**src/rtl/timing_register_bank_n_pkg.sv**
```systemverilog
// rtl/timing_register_bank_n_pkg.sv - shared types, constants and BCD conversion for the timing register bank
package timing_register_bank_n_pkg;

    typedef enum logic [1:0] {
        IDLE    = 2'd0,
        PENDING = 2'd1,
        APPLY   = 2'd2,
        CONVERT = 2'd3
    } state_t;

    localparam int          BCD_DIGIT_W = 4;
    localparam logic [3:0]  BCD_MAX     = 4'd9;

    // Up to 16 BCD digits, digit 0 in bits [3:0]; callers truncate to their own binary width.
    function automatic logic [31:0] bcd_to_bin(input logic [63:0] bcd, input int digits);
        logic [31:0] acc;
        acc = '0;
        for (int k = digits - 1; k >= 0; k--) begin
            acc = acc * 32'd10 + {28'd0, bcd[k*BCD_DIGIT_W +: BCD_DIGIT_W]};
        end
        return acc;
    endfunction

endpackage

```
**src/rtl/bcd_channel_reg.sv**
```systemverilog
// rtl/bcd_channel_reg.sv - one timing channel: BCD shadow copy with digit writes, active copy with load/revert
module bcd_channel_reg
    import timing_register_bank_n_pkg::*;
#(
    parameter int DIGITS = 2,
    parameter int DIG_W  = 1,
    parameter logic [DIGITS*BCD_DIGIT_W-1:0] INIT = '0
) (
    input  logic                            clk,
    input  logic                            reset,
    input  logic                            wr_en,
    input  logic [DIG_W-1:0]                wr_digit,
    input  logic [BCD_DIGIT_W-1:0]          wr_data,
    input  logic                            revert,
    input  logic                            load,
    output logic [DIGITS*BCD_DIGIT_W-1:0]   shadow,
    output logic [DIGITS*BCD_DIGIT_W-1:0]   active
);

    // Shadow takes digit writes or is restored from active; active only changes on load.
    always_ff @(posedge clk or negedge reset) begin
        if (!reset) begin
            shadow <= INIT;
            active <= INIT;
        end else begin
            if (revert) begin
                shadow <= active;
            end else if (wr_en) begin
                for (int k = 0; k < DIGITS; k++) begin
                    if (wr_digit == DIG_W'(k)) begin
                        shadow[k*BCD_DIGIT_W +: BCD_DIGIT_W] <= wr_data;
                    end
                end
            end
            if (load) begin
                active <= shadow;
            end
        end
    end

endmodule

```
**src/rtl/timing_register_bank_n.sv**
```systemverilog
// rtl/timing_register_bank_n.sv - parametrised BCD timing bank with safe-point commit; option COMMIT_TIMEOUT_EN
module timing_register_bank_n
    import timing_register_bank_n_pkg::*;
#(
    parameter int NUM_CH      = 3,
    parameter int DIGITS      = 2,
    parameter int BIN_W       = 7,
    parameter logic [NUM_CH*DIGITS*BCD_DIGIT_W-1:0] INIT_BCD = 24'h031530,
    parameter int MIN_VAL     = 1,
    parameter int TIMEOUT_CYC = 1024,
    localparam int CH_W  = (NUM_CH > 1) ? $clog2(NUM_CH) : 1,
    localparam int DIG_W = (DIGITS > 1) ? $clog2(DIGITS) : 1
) (
    input  logic                    clk,
    input  logic                    reset,
    input  logic                    wr_en,
    input  logic [CH_W-1:0]         wr_ch,
    input  logic [DIG_W-1:0]        wr_digit,
    input  logic [3:0]              wr_data,
    output logic                    wr_ack,
    output logic                    err_bcd,
    input  logic                    commit_req,
    input  logic                    safe_point,
    output logic                    busy,
    output logic                    commit_done,
    output logic                    err_range,
    output logic                    err_timeout,
    output logic [NUM_CH*BIN_W-1:0] bin_out
);

    localparam int CW = DIGITS * BCD_DIGIT_W;

    function automatic logic [NUM_CH*BIN_W-1:0] init_bin();
        logic [NUM_CH*BIN_W-1:0] v;
        v = '0;
        for (int c = 0; c < NUM_CH; c++) begin
            v[c*BIN_W +: BIN_W] = BIN_W'(bcd_to_bin(64'(INIT_BCD[c*CW +: CW]), DIGITS));
        end
        return v;
    endfunction

    localparam logic [NUM_CH*BIN_W-1:0] INIT_BIN = init_bin();

    if (TIMEOUT_CYC < 1) begin : g_bad_timeout
        $error("TIMEOUT_CYC must be at least 1");
    end
    if ((64'd1 << BIN_W) <= 64'(10 ** DIGITS - 1)) begin : g_bad_bin_w
        $error("BIN_W too narrow for DIGITS");
    end

    state_t                   state, state_nx;
    logic                     wr_valid, wr_ok, wr_bad;
    logic                     load, revert, range_fail, convert, range_ok;
    logic [BIN_W-1:0]         sb;
    logic [NUM_CH*CW-1:0]     shadow_all, active_all;
    logic [NUM_CH*BIN_W-1:0]  active_bin;

    // Writes are only considered while idle; invalid ones flag err_bcd instead of touching the shadow.
    always_comb begin
        wr_valid = (wr_data <= BCD_MAX) && (int'(wr_ch) < NUM_CH) && (int'(wr_digit) < DIGITS);
        wr_ok    = (state == IDLE) && wr_en && wr_valid;
        wr_bad   = (state == IDLE) && wr_en && !wr_valid;
    end

    for (genvar i = 0; i < NUM_CH; i++) begin : g_ch
        bcd_channel_reg #(
            .DIGITS (DIGITS),
            .DIG_W  (DIG_W),
            .INIT   (INIT_BCD[i*CW +: CW])
        ) u_ch (
            .clk      (clk),
            .reset    (reset),
            .wr_en    (wr_ok && (wr_ch == CH_W'(i))),
            .wr_digit (wr_digit),
            .wr_data  (wr_data),
            .revert   (revert),
            .load     (load),
            .shadow   (shadow_all[i*CW +: CW]),
            .active   (active_all[i*CW +: CW])
        );
    end

    // Binary views: shadow values for the minimum check, active values for publication.
    always_comb begin
        range_ok   = 1'b1;
        sb         = '0;
        active_bin = '0;
        for (int c = 0; c < NUM_CH; c++) begin
            sb = BIN_W'(bcd_to_bin(64'(shadow_all[c*CW +: CW]), DIGITS));
            if (int'(sb) < MIN_VAL) begin
                range_ok = 1'b0;
            end
            active_bin[c*BIN_W +: BIN_W] = BIN_W'(bcd_to_bin(64'(active_all[c*CW +: CW]), DIGITS));
        end
    end

`ifdef COMMIT_TIMEOUT_EN
    localparam int TO_W = $clog2(TIMEOUT_CYC + 1);
    logic [TO_W-1:0] to_cnt;
    logic            timeout_hit;

    // Counts cycles spent waiting for a safe point; cleared whenever the wait ends.
    always_ff @(posedge clk or negedge reset) begin
        if (!reset) begin
            to_cnt <= '0;
        end else if (state == PENDING) begin
            to_cnt <= to_cnt + 1'b1;
        end else begin
            to_cnt <= '0;
        end
    end

    // Registered abort pulse.
    always_ff @(posedge clk or negedge reset) begin
        if (!reset) begin
            err_timeout <= 1'b0;
        end else begin
            err_timeout <= timeout_hit;
        end
    end
`else
    assign err_timeout = 1'b0;
`endif

    // State register.
    always_ff @(posedge clk or negedge reset) begin
        if (!reset) begin
            state <= IDLE;
        end else begin
            state <= state_nx;
        end
    end

    // Commit sequencing: wait for safe point, validate and copy, then publish.
    always_comb begin
        state_nx   = state;
        load       = 1'b0;
        revert     = 1'b0;
        range_fail = 1'b0;
        convert    = 1'b0;
`ifdef COMMIT_TIMEOUT_EN
        timeout_hit = 1'b0;
`endif
        case (state)
            IDLE: begin
                if (commit_req) state_nx = PENDING;
            end
            PENDING: begin
                if (safe_point) begin
                    state_nx = APPLY;
`ifdef COMMIT_TIMEOUT_EN
                end else if (to_cnt == TO_W'(TIMEOUT_CYC - 1)) begin
                    revert      = 1'b1;
                    timeout_hit = 1'b1;
                    state_nx    = IDLE;
`endif
                end
            end
            APPLY: begin
                if (range_ok) begin
                    load     = 1'b1;
                    state_nx = CONVERT;
                end else begin
                    revert     = 1'b1;
                    range_fail = 1'b1;
                    state_nx   = IDLE;
                end
            end
            CONVERT: begin
                convert  = 1'b1;
                state_nx = IDLE;
            end
            default: state_nx = IDLE;
        endcase
    end

    assign busy = (state != IDLE);

    // Registered pulses, sticky write error and the published binary values.
    always_ff @(posedge clk or negedge reset) begin
        if (!reset) begin
            wr_ack      <= 1'b0;
            commit_done <= 1'b0;
            err_range   <= 1'b0;
            err_bcd     <= 1'b0;
            bin_out     <= INIT_BIN;
        end else begin
            wr_ack      <= wr_ok;
            commit_done <= convert;
            err_range   <= range_fail;
            if (wr_bad) begin
                err_bcd <= 1'b1;
            end else if ((state == IDLE) && commit_req) begin
                err_bcd <= 1'b0;
            end
            if (convert) begin
                bin_out <= active_bin;
            end
        end
    end

endmodule

```
**config.mk**
```make
export PLATFORM = sky130hd
export DESIGN_NAME = timing_register_bank_n
export DESIGN_NICKNAME = d
export VERILOG_FILES = /design/src/rtl/timing_register_bank_n_pkg.sv /design/src/rtl/bcd_channel_reg.sv /design/src/rtl/timing_register_bank_n.sv
export SDC_FILE = /design/constraint.sdc
export NUM_CORES = 1
export LEC_CHECK = 0
export CORE_ASPECT_RATIO = 0.7
export CORE_MARGIN = 3
export CORE_UTILIZATION = 52
export DETAILED_ROUTE_END_ITERATION = 12
export HOLD_SLACK_MARGIN = 0.15
export PLACE_DENSITY = 0.76
export SETUP_SLACK_MARGIN = 0.2
export SLEW_MARGIN = 0
export SYNTH_ARGS = -nofsm -noshare
export SYNTH_HDL_FRONTEND = slang
export SYNTH_SLANG_ARGS = --single-unit
```
**constraint.sdc**
```tcl
create_clock -name clk -period 2.8 [get_ports clk]
set_clock_uncertainty 0.1 [all_clocks]
set_input_delay 0.42 -clock clk [delete_from_list [all_inputs] [get_ports clk]]
set_output_delay 0.42 -clock clk [all_outputs]
set_load 0.02 [all_outputs]
```
==> reports/results.txt, run 1 <==
Outcome: complete, but fails checks
Violated checks: setup timing
RSZ-0062 raised after global routing: yes
Yosys top cell by area: dfrtp_1
Critical Path RT: 2.93 ns
Largest net degree at the start of global routing: 76
Fin. Hold Viols: 0
Routed vias/inst: 5.39
Worst r2r dst: g_ch[0].u_ch.active[3]
Average routed wire per standard cell: 17.5 um
Leak pwr: 2.65 nW
Global-route wire length before repair: 15600 um
Final core occ: 70.5%
GP Congestion: 0.938
Largest family of logic cells by synthesized area: multiplexers
Post-synth top area share: 29.2%
Tot GR Track Use: 21.9%
Most common flop cell mapped by yosys: dfrtp_1
Io pins: 39
Rows: 27
Placed Area: 5160 um2
Initial DRC count: 177
Max-slew violations: 0
Synth cell types: 38
Post-route setup slack: -0.154 ns
Area growth from synthesis to layout: 29.1%
Ys async rst share: 100%
TritonCTS clock tree: built
Die Span Y: 82.7 um
N_diodes: 0
Cell Area, Synth: 4370 um2
DRC: 0
WHS Path Cells: 2
Synth top cells by count: mux2_2, dfrtp_1, ha_1, inv_1
Max Clk Rate: 339 MHz
Via Count: 2907
Core footprint: 8010 um2
Clock-pin slew on the worst setup and hold paths: 0.06 ns
ANT nets after route: 0
Clock period minus final worst setup slack: 2.95 ns
Total gr overflow: 0
Die ar.: 9560 um2
Synth Area in XOR/XNOR: 4.21%
Total Power: 6.03 mW
Vias in the first global route: 3000
Syn_nets: 418
Fin crit share: 105%
Final TNS setup: -4.62 ns
Post-synthesis mux area share: 19.6%
Layout Nets: 493
CP max FO: 8
Final instance area: 5640 um2
Synth top area cells: dfrtp_1, dfstp_2, mux2_2, ha_1, fa_1
CTS H-tree depth: 3
Pwr/cell area: 1070 nW/um2
Setup Slack @ Placement: -0.150 ns
CTS Buf Count: 9
CTS sink count: 75
Hpwl dp: 6930 um
Initial antenna violation count: 0
Seq/Total Area, Yosys: 43.6%
Reg2reg start: g_ch[2].u_ch.shadow[7]
Cells after synthesis: 358
CP Capture Type: flip-flop
Critical path arrival: 3.09 ns
Later-pin clock latency in the skew report: 0.34 ns
Die W: 116 um
Hold_sp: bin_out[6]
Post-Route WL: 9450 um
Area share of fa/ha/maj cells after synthesis: 15.8%
Peak supply drop: 0.663 mV
Clock root cell: clkbuf_16
Maximum buffer depth of the clock tree: 2
Port Buffer Count: 37
Post-synth EDFFs: 0
Synthesized area per cell: 12.2 um2
Detailed Routing Iterations Pass 1: 4
Synth Area in Simple Gates: 6.78%
Worst Hold Class: flip-flop to flip-flop
Initial core utilization: 54.6%
Layout cells sized above 1: 34.9%
R2R setup slack: -0.15 ns
Hold endpoint: bin_out[6]
Final setup violation count: 46
Max Cap Viol: 0
Synth Area in Compound Gates: 5.78%
CP Launch Type: flip-flop
Count leader, synth: mux2_2
Depth of the most critical reg-to-reg path: 11
Crit path kind: flip-flop to flip-flop
Yosys warns: 0
Synth Register Bits: 75
CP startpoint: g_ch[2].u_ch.shadow[7]
==> state kept, by name (all words and copies together) (netlist names) <==
register / cells
state: 2
wr_ack: 1
err_bcd: 1
g_ch.u_ch.active: 24
bin_out: 21
g_ch.u_ch.shadow: 24
commit_done: 1
err_range: 1
==> worst max-delay path by stage <==
stage	slack [ns]	to	cells after the start
floorplan	-0.10	g_ch[0].u_ch.shadow[3]	10
global placement	-0.09	g_ch[2].u_ch.shadow[7]	10
detailed placement	-0.15	g_ch[2].u_ch.shadow[6]	10
CTS	-0.11	g_ch[1].u_ch.shadow[7]	10
global route	-0.22	g_ch[0].u_ch.active[0]	11
finish	-0.15	g_ch[0].u_ch.active[3]	11
==> layout by cell type (no fill, tap or decap), types with 6 or more instances in the layout <==
cell type        count
nor2b_1              6
clkdlybuf4s50_1     36
inv_1               30
buf_4               26
a21oi_1              6
ha_1                30
o21ai_0             20
dfstp_2             24
dfrtp_1             51
xor2_1              16
clkbuf_16            9
mux2i_1             17
nand2_1             24
mux2_2              39
fa_1                 9
mux2_4              18
==> critical path, stage by stage (launching register included) <==
cell and delay [ns]:
dfrtp_1 0.38, ha_1 0.29, ha_2 0.17, inv_2 0.05, fa_2 0.46, nor2b_1 0.15, and4_1 0.22, o211ai_4 0.27
nand4b_4 0.17, buf_12 0.17, buf_8 0.14, mux2_2 0.27
==> power breakdown <==
part | internal [mW] | total [mW] | switching (mW)
combinational | 1.53 | 2.98 | 1.45
sequential | 1.50 | 1.78 | 0.272
clock | 0.810 | 1.27 | 0.465
==> area by class of cell <==
| cell class | instances | area (um2) |
|---|---|---|
| clock buffer | 11 | 243 |
| fill | 566 | 2360 |
| sequential | 75 | 1910 |
| timing repair buffer | 73 | 714 |
| inverter | 33 | 124 |
| multi-input combinational | 241 | 2450 |
| tap | 101 | 126 |
| clock inverter | 5 | 82.6 |
==> timing repair <==
action	4_1_cts	5_1_grt
pin swaps	6	13
hold endpoints to repair	51	0
hold buffers	1	0
resized for setup	13	13
setup buffers	0	6
setup endpoints to repair	51	51
==> metal layers <==
layer	part of all wire, %	global-route usage [%]	wire, um	vias up
met5	0	0	0	-
met4	0.67	3.87	63	0
met3	5.8	6.85	547	5
met2	43	34.0	4110	74
met1	50	30.7	4730	1440
li1	-	-	-	1388
==> cell families after synthesis <==
logic type,count (synthesis)
adder cells (fa/ha/maj),48
flip-flops,75
multiplexers,78
AO/OA/AOI/OAI,38
AND/OR/NAND/NOR,55
XOR/XNOR,21
other,1
buffers and inverters,42
==> stage by stage <==
| step | instances | hold WS [ns] |
|---|---|---|
| final | 539 | 0.376 |
| after detailed placement | 516 | 0.370 |
| after global placement | 516 | 0.360 |
| after floorplan | 358 | 0.0244 |
| after global routing | 539 | 0.404 |
| after CTS | 533 | 0.383 |
No activity file was read; power rests on OpenSTA's default activity.
==> run 2: changes to the inputs <==
ABC_CLOCK_PERIOD_IN_PS = 2800   (was default)
==> results of run 2 <==
No change in the layout: final DEF, timing and power equal those of run 1.
